===== config.mk =====
export PLATFORM = sky130hd
export DESIGN_NAME = hqm_reorder_pipe_flr_quiesce
export DESIGN_NICKNAME = d
export VERILOG_FILES = /design/src/rtl/hqm_reorder_pipe_flr_pkg.sv /design/src/rtl/hqm_AW_sat_cnt.sv /design/src/rtl/hqm_reorder_pipe_flr_quiesce.sv
export SDC_FILE = /design/constraint.sdc
export NUM_CORES = 1
export LEC_CHECK = 0
export CORE_MARGIN = 10
export CORE_UTILIZATION = 56
export CTS_CLUSTER_SIZE = 10
export DETAILED_ROUTE_END_ITERATION = 10
export PLACE_DENSITY_LB_ADDON = 0.15
export SYNTH_ARGS = -nofsm -noshare
export SYNTH_HDL_FRONTEND = slang
export SYNTH_HIERARCHICAL = 1
export SYNTH_SLANG_ARGS = --single-unit
export TNS_END_PERCENT = 5

===== constraint.sdc =====
create_clock -name hqm_gated_clk -period 4.7 [get_ports hqm_gated_clk]
set_input_delay 0.94 -clock hqm_gated_clk [delete_from_list [all_inputs] [get_ports hqm_gated_clk]]
set_output_delay 0.94 -clock hqm_gated_clk [all_outputs]
set_load 0.02 [all_outputs]

===== src/rtl/hqm_reorder_pipe_flr_pkg.sv =====
// hqm_reorder_pipe_flr_pkg: shared types and interface indices for the rop FLR quiesce controller
package hqm_reorder_pipe_flr_pkg;

    typedef enum logic [1:0] {
        IDLE  = 2'd0,
        DRAIN = 2'd1,
        PREP  = 2'd2,
        HOLD  = 2'd3
    } flr_state_t;

    localparam int ROP_FLR_NUM_IF        = 7;
    localparam int ROP_IF_ALARM          = 0;
    localparam int ROP_IF_CFG_RD         = 1;
    localparam int ROP_IF_CFG_WR         = 2;
    localparam int ROP_IF_DP_ENQ         = 3;
    localparam int ROP_IF_NALB_ENQ       = 4;
    localparam int ROP_IF_QED_DQED_ENQ   = 5;
    localparam int ROP_IF_LSP_REORDERCMP = 6;

endpackage


===== src/rtl/hqm_AW_sat_cnt.sv =====
// hqm_AW_sat_cnt: saturating up-counter with synchronous clear (clear wins over increment)
module hqm_AW_sat_cnt #(
    parameter int W = 4
) (
    input  logic         clk,
    input  logic         rst_n,
    input  logic         clr,
    input  logic         inc,
    output logic [W-1:0] cnt
);

    logic [W-1:0] r_cnt;

    // count up until all-ones, then hold
    always_ff @(posedge clk or negedge rst_n) begin
        if (!rst_n) r_cnt <= '0;
        else if (clr) r_cnt <= '0;
        else if (inc && !(&r_cnt)) r_cnt <= r_cnt + W'(1);
    end

    assign cnt = r_cnt;

endmodule


===== src/rtl/hqm_reorder_pipe_flr_quiesce.sv =====
// hqm_reorder_pipe_flr_quiesce: drains rop outbound interfaces on FLR, then raises prep and acks
module hqm_reorder_pipe_flr_quiesce
    import hqm_reorder_pipe_flr_pkg::*;
#(
    parameter int NUM_IF   = ROP_FLR_NUM_IF,
    parameter int IDLE_CYC = 16,
    parameter int TMO_W    = 16
) (
    input  logic              hqm_gated_clk,
    input  logic              hqm_gated_rst_n,
    input  logic              flr_req,
    input  logic [NUM_IF-1:0] if_v,
    input  logic [NUM_IF-1:0] if_ready,
    input  logic              pipe_idle,
    input  logic [TMO_W-1:0]  cfg_drain_timeout,
    output logic              flr_prep,
    output logic              flr_ack,
    output logic              flr_tmo_err,
    output logic [NUM_IF-1:0] flr_blocked_if,
    output logic [1:0]        flr_state
);

    localparam int IW = $clog2(IDLE_CYC + 1);

    flr_state_t        r_state;
    flr_state_t        w_next;
    logic              r_prep;
    logic              r_ack;
    logic              r_tmo_err;
    logic [NUM_IF-1:0] r_blocked;
    logic [IW-1:0]     w_idle_cnt;
    logic [TMO_W-1:0]  w_tmo_cnt;
    logic [NUM_IF-1:0] w_stalled;
    logic [NUM_IF-1:0] w_xfer;
    logic              w_quiet;
    logic              w_drain;
    logic              w_entry;
    logic              w_done;
    logic              w_tmo;

    // a valid is busy whether it is stalled or transferring; ready never makes it quiet
    assign w_stalled = if_v & ~if_ready;
    assign w_xfer    = if_v & if_ready;
    assign w_quiet   = pipe_idle & ~|(w_stalled | w_xfer);
    assign w_drain   = (r_state == DRAIN);
    assign w_entry   = (r_state == IDLE) & flr_req;
    assign w_done    = w_drain & flr_req & w_quiet & (w_idle_cnt == IW'(IDLE_CYC - 1));
    assign w_tmo     = w_drain & flr_req & ~w_done & (|cfg_drain_timeout) &
                       (w_tmo_cnt == cfg_drain_timeout - TMO_W'(1));

    hqm_AW_sat_cnt #(.W(IW)) u_idle_cnt (
        .clk   (hqm_gated_clk),
        .rst_n (hqm_gated_rst_n),
        .clr   (w_entry | (w_drain & ~w_quiet)),
        .inc   (w_drain & w_quiet),
        .cnt   (w_idle_cnt)
    );

    hqm_AW_sat_cnt #(.W(TMO_W)) u_tmo_cnt (
        .clk   (hqm_gated_clk),
        .rst_n (hqm_gated_rst_n),
        .clr   (w_entry),
        .inc   (w_drain),
        .cnt   (w_tmo_cnt)
    );

    // next state: abort from DRAIN beats completion; PREP always settles one cycle into HOLD
    always_comb begin
        w_next = (r_state == IDLE)  ? (flr_req ? DRAIN : IDLE) :
                 (r_state == DRAIN) ? (!flr_req ? IDLE : (w_done | w_tmo) ? PREP : DRAIN) :
                 (r_state == PREP)  ? HOLD :
                                      (flr_req ? HOLD : IDLE);
    end

    // state and registered outputs, all derived from the next state so they align with it
    always_ff @(posedge hqm_gated_clk or negedge hqm_gated_rst_n) begin
        if (!hqm_gated_rst_n) begin
            r_state   <= IDLE;
            r_prep    <= 1'b0;
            r_ack     <= 1'b0;
            r_tmo_err <= 1'b0;
            r_blocked <= '0;
        end else begin
            r_state   <= w_next;
            r_prep    <= (w_next == PREP) | (w_next == HOLD);
            r_ack     <= (w_next == HOLD);
            r_tmo_err <= w_tmo;
            r_blocked <= w_entry ? '0 : w_tmo ? if_v : r_blocked;
        end
    end

    assign flr_prep       = r_prep;
    assign flr_ack        = r_ack;
    assign flr_tmo_err    = r_tmo_err;
    assign flr_blocked_if = r_blocked;
    assign flr_state      = r_state;

endmodule


### After elaboration in Yosys (flattened, before gate mapping)

Index checks and enable logic that the tools add are counted.

| cells by class | value |
|---|---|
| $add $sub $neg | 3 |
| equal/unequal tests | 6 |
| mux-type cells | 13 |
| bitwise gates (word level) | 19 |
| reductions and logical operators | 13 |

Operator list:

| cell | number |
|---|---|
| 16-bit 2-to-1 mux | 2 |
| 16-bit by 1-bit adder with 16-bit output, second input constant | 1 |
| 16-bit equality test | 1 |
| 16-bit AND reduction | 1 |
| 16-bit OR reduction | 1 |
| 16-bit by 1-bit subtractor with 16-bit output, second input constant | 1 |
| 7-bit AND | 2 |
| 7-bit 2-to-1 mux | 2 |
| 2-bit 2-to-1 mux | 6 |
| 1-bit AND | 10 |
| 5-bit 2-to-1 mux | 2 |
| 7-bit inverter | 1 |
| 7-bit OR | 1 |
| 7-bit OR reduction | 1 |
| 2-bit equality test, second input constant | 3 |
| 2-bit nonzero test | 3 |
| 5-bit by 1-bit adder with 5-bit output, second input constant | 1 |
| 5-bit by 4-bit equality test with 1-bit output, second input constant | 1 |
| 5-bit AND reduction | 1 |
| 1-bit logical NOT | 3 |
| 1-bit OR | 3 |
| 2-bit by 1-bit equality test with 1-bit output, second input constant | 1 |
| 1-bit logical AND | 2 |
| 2-bit logical NOT | 1 |
| 2 further kinds | 3 |

| storage, ports and cells | value |
|---|---|
| flip-flop bits (word level) | 33 |
| input port bits | 34 |
| output and inout bits | 12 |
| logic and storage cells | 61 |

### Depth between registers and ports, before layout

Gate-level depths: netlist (run 1).

| logic depth | value |
|---|---|
| depth in word-level cells | 19 |
| gate-level depth with buffers | 9 |

### Hierarchy

The synthesis (run 1) kept the hierarchy.

By module, submodules not included:

| module | instances | cells each | area an instance (um^2) | sequential area each (um^2) |
|---|---|---|---|---|
| hqm_reorder_pipe_flr_quiesce | 1 | 132 | 1,202.4 | 300.3 |
| hqm_AW_sat_cnt at u_tmo_cnt | 1 | 95 | 919.6 | 400.4 |
| hqm_AW_sat_cnt at u_idle_cnt | 1 | 23 | 249.0 | 125.1 |

### Worst setup path before layout (run 1)

OpenSTA, ideal clock, no wires.

| path | value |
|---|---|
| path type | input -> register |
| from | input port cfg_drain_timeout[0] |
| to | register r_blocked[0] (netlist: flr_blocked_if[0]) |
| arrival time | 3.409 ns |
| slack | 1.166 ns |
| cell stages on the path | 9 |
| buffers on the path | 1 |
| path through | inv_1 -> ha_1 -> buf_2 -> or4b_1 -> o22ai_1 -> o311ai_1 -> or4b_4 -> nor4b_4 -> mux2_2 |

| on the way | value |
|---|---|
| longest elaborated chain between the ends | 4 |
| elaborated cells between the ends (all ways) | 6 |

RTL lines:

| element | line | text |
|---|---|---|
| start: declaration | hqm_reorder_pipe_flr_quiesce.sv:15 | `input logic [TMO_W-1:0] cfg_drain_timeout,` |
| 16-bit by 1-bit subtractor with 16-bit output or 16-bit OR reduction (tied branches) | hqm_reorder_pipe_flr_quiesce.sv:49, hqm_reorder_pipe_flr_quiesce.sv:48 |  |
| 16-bit equality test or 1-bit AND (tied branches) | hqm_reorder_pipe_flr_quiesce.sv:49, hqm_reorder_pipe_flr_quiesce.sv:48 |  |
| 1-bit AND (*) | hqm_reorder_pipe_flr_quiesce.sv:48 | `assign w_tmo = w_drain & flr_req & ~w_done & (\|cfg_drain_timeout) &` |
| 2-bit nonzero test (no source line) (*) | -- |  |
| end signal: assignment | hqm_reorder_pipe_flr_quiesce.sv:88 | `r_blocked <= w_entry ? '0 : w_tmo ? if_v : r_blocked;` |
| end: declaration | hqm_reorder_pipe_flr_quiesce.sv:30 | `logic [NUM_IF-1:0] r_blocked;` |

Every way passes the cells marked *; elsewhere a longest branch is shown, timed or not.
A chain may end at the register's enable or synchronous reset.

### Worst setup path in the final report (run 1)

| path | value |
|---|---|
| from | input port cfg_drain_timeout[0] |
| to | register r_blocked[2] (netlist: flr_blocked_if[2]) |

The elaborated chain is that of the path after synthesis.

==> impl_metrics.tcl, run 1 <==
set metrics [dict create \
    status "completed" \
    gp_congestion 0.862 \
    synth_top_area_share_pct 34.8 \
    fin_nets 332 \
    ir_drop_v 0.000173 \
    syn_area_per_cell_um2 9.48 \
    grt.overflow.total 0 \
    synth_edf_count 0 \
    path_max_fanout 10 \
    cts_tree "built" \
    die_w_um 85.1 \
    clk_pin_slew_ps 70 \
    cp_data_required_time_ps 4880 \
    r2r_cells 8 \
    ctsResizeCount 0 \
    power_switching_mw 0.181 \
    drtPass1Iterations 5 \
    worstMarginPinSlew_ps 616 \
    synth_seq_area_share_pct 34.8 \
    r2r_setup_slack_ps 1710 \
    path_depth 11 \
    path_cells "clkdlybuf4s50_1 > inv_1 > ha_1 > nand4bb_1 > a2111oi_0 > buf_4 > o311ai_1 > or4b_4 > nor4b_4 > buf_4 > mux2_2" \
    rows 23 \
    grt_max_degree 34 \
    finalMaxSlewViolations 0 \
    drt-met1-wl_mm 2.55 \
    io_buffer_count 38 \
    path_class "input pin to register" \
    core_um2 4060 \
    grt_usage_pct 16.3 \
    clockBufferDepth 2 \
    synthTopCellsByCount "dfrtp_1 (33), nor2_1 (21), a21oi_1 (12), xnor2_1 (12)" \
    hold_buffers 0 \
    drtIter0Drc 189 \
    hp-class "register to register" \
    die_y_um 85.1 \
    wl_met2_mm 2.78 \
    p_leak_nw 1.22 \
    period_share_pct 85.8 \
    crit_top_cell "buf_4" \
    syn-num-nets 288 \
    antenna_found_initial 0 \
    cts_max_level 2 \
    end_kind "register" \
    combPwrFrac_pct 16.0 \
    post-dp-hpwl_mm 4.39 \
    dp.cells 337 \
    power_frac_seq_pct 44.1 \
    cp_slowest_stage_delay_ps 580 \
    drt-vias-per-instance 6.12 \
    path_buf_inv 4 \
    worstReg2RegStart "u_tmo_cnt/cnt[2]" \
    stdcell_count 345 \
    finalHoldViolCount 0 \
    hold_slack_ps 558 \
    grt_pass1_vias 2119 \
    yosysUniqueCellTypes 64 \
    rsz0062_at_grt "no" \
    syn_inst 250 \
    postCtsSetupRepairBufs 0 \
    antenna_left 0 \
    crit_path_start_kind "input pin" \
    fin_crit_ps 4030 \
    tns_ps 0 \
    cts_buffers 5 \
    top_layer "met4" \
    clock-root-buffer "clkbuf_8" \
    yosys-top-cells-area "dfrtp_1 (35%), xnor2_1 (4.4%), xor2_1 (4.1%)" \
    cp_slowest_cell "a2111oi_0" \
    clock_latency_ps 290 \
    synth_warnings 6 \
    power_frac_clock_pct 39.9 \
    finalClockSkew_ps 3.85 \
    drt-total-wl_mm 5.87 \
    yosys_register_bits 33 \
    switching_share_pct 25.7 \
    syn2layout_area_growth_pct 23.9 \
    drive_gt1_share_pct 13.2 \
    wl_met3_um 482 \
    start_util_pct 58.4 \
    die_area_um2 7240 \
    ios 46 \
    cp-endpoint "flr_blocked_if[2]" \
    internal_power_mw 0.523 \
    crit_family "buffers and inverters" \
    p_per_area_nw_per_um2 240 \
    arrival_ps 4210 \
    clock-sinks 33 \
    grt_pass1_wl_mm 9.89 \
    wl_per_cell_um 17.0 \
    maxSlewHeadroom_pct 58.6 \
    ys_async_sr_fraction_pct 100 \
    synth_most_common_cell "dfrtp_1" \
    syn_area_um2 2370 \
    synthFlopType "dfrtp_1" \
    route.detailed.drc 0 \
    crit_start "cfg_drain_timeout[0]" \
    dr_total_vias 2112 \
    drv_cap 0 \
    r2r_end "flr_blocked_if[2]" \
    setup_viol 0 \
    total_power_mw 0.704 \
    final_util_pct 72.4 \
    antenna_cells 0 \
    fmax_mhz 248 \
    synth_top_cell_by_area "dfrtp_1" \
]
## layout make-up
| type | count | area [µm²] |
|---|---|---|
| sequential | 33 | 826 |
| clock buffer | 7 | 86.3 |
| tap | 50 | 62.6 |
| inverter | 7 | 26.3 |
| fill | 311 | 1120 |
| timing repair buffer | 42 | 410 |
| multi-input combinational | 205 | 1500 |
| clock inverter | 1 | 30.0 |
## registers in the layout, summed over array words and instances, names as in the netlist
signal / count
u_idle_cnt/cnt: 5
flr_ack: 1
flr_tmo_err: 1
u_tmo_cnt/cnt: 16
flr_blocked_if: 7
flr_state: 2
flr_prep: 1
## metal layers
metal  track usage [%]  vias to the layer above
met1              20.4                     1001
met4              4.64                        0
met5                 0                        -
met2              26.6                       80
met3              4.49                        7
li1                  -                     1024
## worst min-delay path by stage
stage / startpoint / slack [ps] / endpoint / depth (start not counted)
CTS: u_idle_cnt/cnt[4] / 570 / u_idle_cnt/cnt[4] / 2
floorplan: u_idle_cnt/cnt[4] / 510 / u_idle_cnt/cnt[4] / 2
detailed placement: u_idle_cnt/cnt[4] / 550 / u_idle_cnt/cnt[4] / 2
global route: u_idle_cnt/cnt[3] / 620 / u_idle_cnt/cnt[3] / 2
global placement: u_idle_cnt/cnt[4] / 540 / u_idle_cnt/cnt[4] / 2
finish: u_idle_cnt/cnt[4] / 560 / u_idle_cnt/cnt[4] / 2
## logic make-up after synthesis
kind of cell	Yosys count	synth area share [%]
DFF	33	34.8
xor gates and xnor gates	23	8.50
buffers and inverters	12	2.32
and+or+nand+nor	117	32.2
AOI/OAI and AO/OA	48	13.9
adders and majority gates	4	2.11
muxes	13	6.12
## cell usage in the layout (no fill, tap or decap), types with 3 or more instances in the layout
| master | synthesis | layout |
|---|---|---|
| nor3_1 | 9 | 8 |
| and3_1 | 5 | 5 |
| or4_1 | 5 | 5 |
| nand4_1 | 3 | 3 |
| or3_2 | 4 | 4 |
| mux2i_1 | 4 | 4 |
| mux2_2 | 8 | 8 |
| buf_4 | 0 | 4 |
| xor2_1 | 11 | 11 |
| o21ai_0 | 7 | 7 |
| dfrtp_1 | 33 | 33 |
| nor2b_1 | 11 | 11 |
| o31ai_1 | 3 | 3 |
| nor2_1 | 21 | 21 |
| a21oi_1 | 12 | 12 |
| inv_1 | 7 | 7 |
| a31oi_1 | 4 | 4 |
| nand3_1 | 5 | 5 |
| clkdlybuf4s50_1 | 0 | 38 |
| ha_1 | 4 | 4 |
| and2_1 | 3 | 3 |
| xnor2_1 | 12 | 12 |
| nor4_1 | 4 | 4 |
| nand2b_1 | 6 | 6 |
| clkbuf_8 | 0 | 6 |
| o21bai_1 | 3 | 3 |
| nand2_1 | 8 | 8 |
| or3_1 | 7 | 7 |
## metrics by stage
| step | cell area [µm²] | setup WS (ps) |
|---|---|---|
| after floorplan | 2370 | 1170 |
| after global placement | 2820 | 488 |
| after detailed placement | 2820 | 371 |
| after CTS | 2940 | 667 |
| after global routing | 2940 | 543 |
| final | 2940 | 667 |
## power by group through the flow
| stage | logic (mW) | clock network (mW) | registers, mW |
|---|---|---|---|
| finish | 0.113 | 0.281 | 0.310 |
| global route | 0.125 | 0.299 | 0.313 |
| CTS | 0.113 | 0.286 | 0.310 |
| detailed placement | 0.112 | 0 | 0.315 |
| global placement | 0.109 | 0 | 0.314 |
| floorplan | 0.0635 | 0 | 0.310 |
## worst register-to-register path: stages (launching register included)
cell       delay [ps]
dfrtp_1           540
nand4bb_1         160
a2111oi_0         580
buf_4             220
o311ai_1           90
or4b_4            510
nor4b_4           210
buf_4             220
mux2_2            360
No activity file was read; power rests on OpenSTA's default activity.
==> run 2: changes to the inputs <==
--- a/config.mk
+++ b/config.mk
@@ -7,6 +7,7 @@
 export LEC_CHECK = 0
 export CORE_MARGIN = 10
 export CORE_UTILIZATION = 56
+export CTS_BUF_LIST = sky130_fd_sc_hd__clkbuf_8 sky130_fd_sc_hd__clkbuf_16
 export CTS_CLUSTER_SIZE = 10
 export DETAILED_ROUTE_END_ITERATION = 10
 export PLACE_DENSITY_LB_ADDON = 0.15
==> run 2 against run 1 <==
Via count is 0.57% lower; combinational power hardly changed; non-clock buffer count stayed put; clock-buffer cell count shrank 1; worst setup slack worse by 7.2 ps; largest cell class unchanged; largest power group unchanged.
==> impl_metrics.tcl, run 2 (synthesized netlist as in run 1, its figures left out) <==
set metrics [dict create \
    status "completed" \
    drt-met1-wl_mm 2.59 \
    cp_data_required_time_ps 4870 \
    gp_congestion 0.862 \
    post-dp-hpwl_mm 4.39 \
    finalMaxSlewViolations 0 \
    drive_gt1_share_pct 13.2 \
    stdcell_count 345 \
    clockBufferDepth 2 \
    antenna_left 0 \
    wl_met2_mm 2.79 \
    p_leak_nw 1.22 \
    ir_drop_v 0.000172 \
    finalHoldViolCount 0 \
    die_area_um2 7240 \
    dpl_worst_slack_ps 371 \
    fmax_mhz 247 \
    drt-vias-per-instance 6.09 \
    drt-total-wl_mm 5.87 \
    end_kind "register" \
    largest_register_ffs 16 \
    cts_max_level 2 \
    drtIter0Drc 189 \
    clock-sinks 33 \
    total_power_mw 0.701 \
    finalClockSkew_ps 3.55 \
    cts_tree "built" \
    ios 46 \
    worstMarginPinSlew_ps 616 \
    wl_per_cell_um 17.0 \
    layout_common_cells "clkdlybuf4s50_1 (38), dfrtp_1 (33), nor2_1 (21)" \
    die_w_um 85.1 \
    placed_area_um2 2820 \
    grt.overflow.total 0 \
    grt_pass1_vias 2119 \
    setup_viol 0 \
    nFillCells 311 \
    start_util_pct 58.4 \
    maxSlewHeadroom_pct 58.6 \
    tns_ps 0 \
    r2r_setup_slack_ps 1690 \
    wl_met3_um 445 \
    p_per_area_nw_per_um2 239 \
    hold_slack_ps 558 \
    rsz0062_at_grt "no" \
    fin_crit_ps 4040 \
    rows 23 \
    final_common_cell "clkdlybuf4s50_1" \
    cts_buffers 5 \
    clock_latency_ps 290 \
    hp-class "register to register" \
    grt_pass1_wl_mm 9.89 \
    grt_max_degree 34 \
    grt_usage_pct 16.3 \
    core_um2 4060 \
    die_y_um 85.1 \
    crit_path_start_kind "input pin" \
    final_util_pct 72.4 \
    arrival_ps 4210 \
    antenna_found_initial 0 \
    dp.cells 337 \
    antenna_cells 0 \
    design_area_um2 2940 \
    top_layer "met4" \
    regArea_um2 826 \
    ctsResizeCount 0 \
    multi_input_area_um2 1500 \
    postCtsSetupRepairBufs 0 \
    period_share_pct 86.0 \
    layout_setup_ws_ps 659 \
    path_class "input pin to register" \
    syn2layout_area_growth_pct 23.9 \
    clk_pin_slew_ps 70 \
    drtPass1Iterations 4 \
    fin_nets 332 \
    io_buffer_count 38 \
    drv_cap 0 \
    path_max_fanout 10 \
    hold_buffers 0 \
    dr_total_vias 2100 \
    clock-root-buffer "clkbuf_8" \
    route.detailed.drc 0 \
]
==> run 2: changes by cell type in the layout (fill, tap and decap cells not counted), sizes merged <==
cell / delta
clkbuf: -1
inv: +1
==> run 2: layer usage <==
metal  global-route usage (%)  vias to the layer above
met3                     4.49                        4
li1                         -                     1025
met1                     20.4                      999
met4                     4.64                        0
met2                     26.6                       72
met5                        0                        -
==> run 2: power breakdown <==
| part | internal, mW | switching [mW] |
|---|---|---|
| Sequential | 0.293 | 0.0180 |
| Combinational | 0.0573 | 0.0554 |
| Clock | 0.171 | 0.107 |
| Total | 0.521 | 0.180 |
==> run 2: area by class of cell <==
type / instances / share of cell area (%)
clock buffer: 6 / 2.81
sequential: 33 / 28.1
timing repair buffer: 42 / 14.0
tap: 50 / 2.13
clock inverter: 2 / 1.15
inverter: 7 / 0.895
multi-input combinational: 205 / 50.9
==> run 2: path summary, 6_finish.rpt <==
check / startpoint / depth (start not counted) / to
hold reg to reg: u_idle_cnt/cnt[4] / 2 / u_idle_cnt/cnt[4]
setup / recovery: cfg_drain_timeout[0] / 11 / flr_blocked_if[2]
setup reg to reg: u_tmo_cnt/cnt[2] / 8 / flr_blocked_if[2]
min in group asynchronous: hqm_gated_rst_n / 2 / u_tmo_cnt/cnt[14]
hold / removal: u_idle_cnt/cnt[4] / 2 / u_idle_cnt/cnt[4]
max in group asynchronous: hqm_gated_rst_n / 2 / flr_blocked_if[6]
==> run 2: worst max-delay path: stages <==
cell	delay, ps
clkdlybuf4s50_1	510
inv_1	100
ha_1	320
nand4bb_1	160
a2111oi_0	580
buf_4	220
o311ai_1	90
or4b_4	510
nor4b_4	210
buf_4	220
mux2_2	350
==> run 3: changes to the inputs <==
--- a/config.mk
+++ b/config.mk
@@ -10,6 +10,7 @@
 export CTS_BUF_LIST = sky130_fd_sc_hd__clkbuf_8 sky130_fd_sc_hd__clkbuf_16
 export CTS_CLUSTER_SIZE = 10
 export DETAILED_ROUTE_END_ITERATION = 10
+export MAX_ROUTING_LAYER = met4
 export PLACE_DENSITY_LB_ADDON = 0.15
 export SYNTH_ARGS = -nofsm -noshare
 export SYNTH_HDL_FRONTEND = slang
==> run 3 against run 2 <==
Routed wire length fell by 0.80%; die area unchanged; register-to-register slack about the same; combinational power hardly changed; final area stayed put; non-clock buffer count unchanged; critical path depth did not move; clock-buffer cell count did not move; clock skew rose by 2.3 ps; hold slack about the same; largest power group unchanged.
==> impl_metrics.tcl, run 3 (synthesized netlist as in run 1, its figures left out) <==
set metrics [dict create \
    ir_drop_v 0.000172 \
    drtIter0Drc 200 \
    nFillCells 311 \
    multi_input_area_um2 1500 \
    clockBufferDepth 2 \
    cts_max_level 2 \
    clock_latency_ps 290 \
    finalMaxSlewViolations 0 \
    drt-vias-per-instance 6.10 \
    cp_data_required_time_ps 4870 \
    tns_ps 0 \
    grt_pass1_vias 2117 \
    ios 46 \
    maxSlewHeadroom_pct 58.9 \
    route.detailed.drc 0 \
    finalClockSkew_ps 5.84 \
    drt-total-wl_mm 5.82 \
    path_class "input pin to register" \
    antenna_cells 0 \
    min_path_cells 2 \
    placed_area_um2 2820 \
    fmax_mhz 248 \
    hold_buffers 0 \
    grt_usage_pct 16.7 \
    hp-class "register to register" \
    dr_total_vias 2103 \
    p_per_area_nw_per_um2 238 \
    design_area_um2 2940 \
    largest_register_ffs 16 \
    rsz0062_at_grt "no" \
    worstMarginPinSlew_ps 612 \
    arrival_ps 4210 \
    fin_crit_ps 4040 \
    fin_nets 332 \
    p_leak_nw 1.22 \
    end_kind "register" \
    wl_per_cell_um 16.9 \
    die_y_um 85.1 \
    stdcell_count 345 \
    postCtsSetupRepairBufs 0 \
    clock-root-buffer "clkbuf_8" \
    drive_gt1_share_pct 13.2 \
    io_buffer_count 38 \
    layout_common_cells "clkdlybuf4s50_1 (38), dfrtp_1 (33), nor2_1 (21)" \
    grt_max_degree 34 \
    hold_slack_ps 557 \
    syn2layout_area_growth_pct 23.9 \
    rows 23 \
    core_um2 4060 \
    r2r_cells 8 \
    cts_tree "built" \
    drtPass1Iterations 4 \
    cts_buffers 5 \
    setup_viol 0 \
    start_util_pct 58.4 \
    status "completed" \
    finalHoldViolCount 0 \
    die_w_um 85.1 \
    ctsResizeCount 0 \
    drv_cap 0 \
    grt_pass1_wl_mm 9.89 \
    antenna_left 0 \
    die_area_um2 7240 \
    crit_path_start_kind "input pin" \
    grt.overflow.total 0 \
    final_common_cell "clkdlybuf4s50_1" \
    clk_pin_slew_ps 70 \
    regArea_um2 826 \
    post-dp-hpwl_mm 4.39 \
    period_share_pct 86.0 \
    dp.cells 337 \
    clock-sinks 33 \
    antenna_found_initial 0 \
    path_max_fanout 10 \
    gp_congestion 0.875 \
]
## run 3: report_power, final
group	total (mW)	internal, mW	switching (mW)
Clock	0.277	0.171	0.106
Combinational	0.112	0.0573	0.0551
Sequential	0.310	0.293	0.0177
## run 3: final cells by class
class | count | area share (%)
clock inverters | 2 | 1.15
inverters | 7 | 0.895
repair buffers | 42 | 14.0
clock buffers | 6 | 2.81
flip-flops and latches | 33 | 28.1
multi-input cells | 205 | 50.9
well taps | 50 | 2.13
## run 3: final timing paths
kind	start	slack (ps)	to
worst max-delay path	cfg_drain_timeout[0]	660	flr_blocked_if[2]
worst min-delay path	u_idle_cnt/cnt[4]	560	u_idle_cnt/cnt[4]
worst max register to register	u_tmo_cnt/cnt[2]	1700	flr_blocked_if[2]
worst min register to register	u_idle_cnt/cnt[4]	560	u_idle_cnt/cnt[4]
max in group asynchronous	hqm_gated_rst_n	3330	flr_blocked_if[6]
min in group asynchronous	hqm_gated_rst_n	1050	u_tmo_cnt/cnt[14]
## run 3: through the flow
step / setup WS (ps) / utilization (%) / total power, mW
CTS: 667 / 72.4 / 0.707
floorplan: 1170 / - / 0.374
global route: 543 / 72.4 / 0.733
finish: 660 / 72.4 / 0.700
detailed placement: 371 / 69.5 / 0.427
global placement: 488 / 69.5 / 0.424
## run 3: worst max-delay path: stages
cell and delay [ps]:
clkdlybuf4s50_1 510, inv_1 100, ha_1 310, nand4bb_1 150
a2111oi_0 580, buf_4 220, o311ai_1 90, or4b_4 510
nor4b_4 210, buf_4 220, mux2_2 350
## run 3: routing by layer
metal  part of all wire [%]  vias up  track usage, %
li1                       -     1023               -
met1                     44     1010            20.4
met2                     48       66            26.6
met3                    7.4        4            4.49
met4                   0.69        0            4.64
met5                      0        -               -
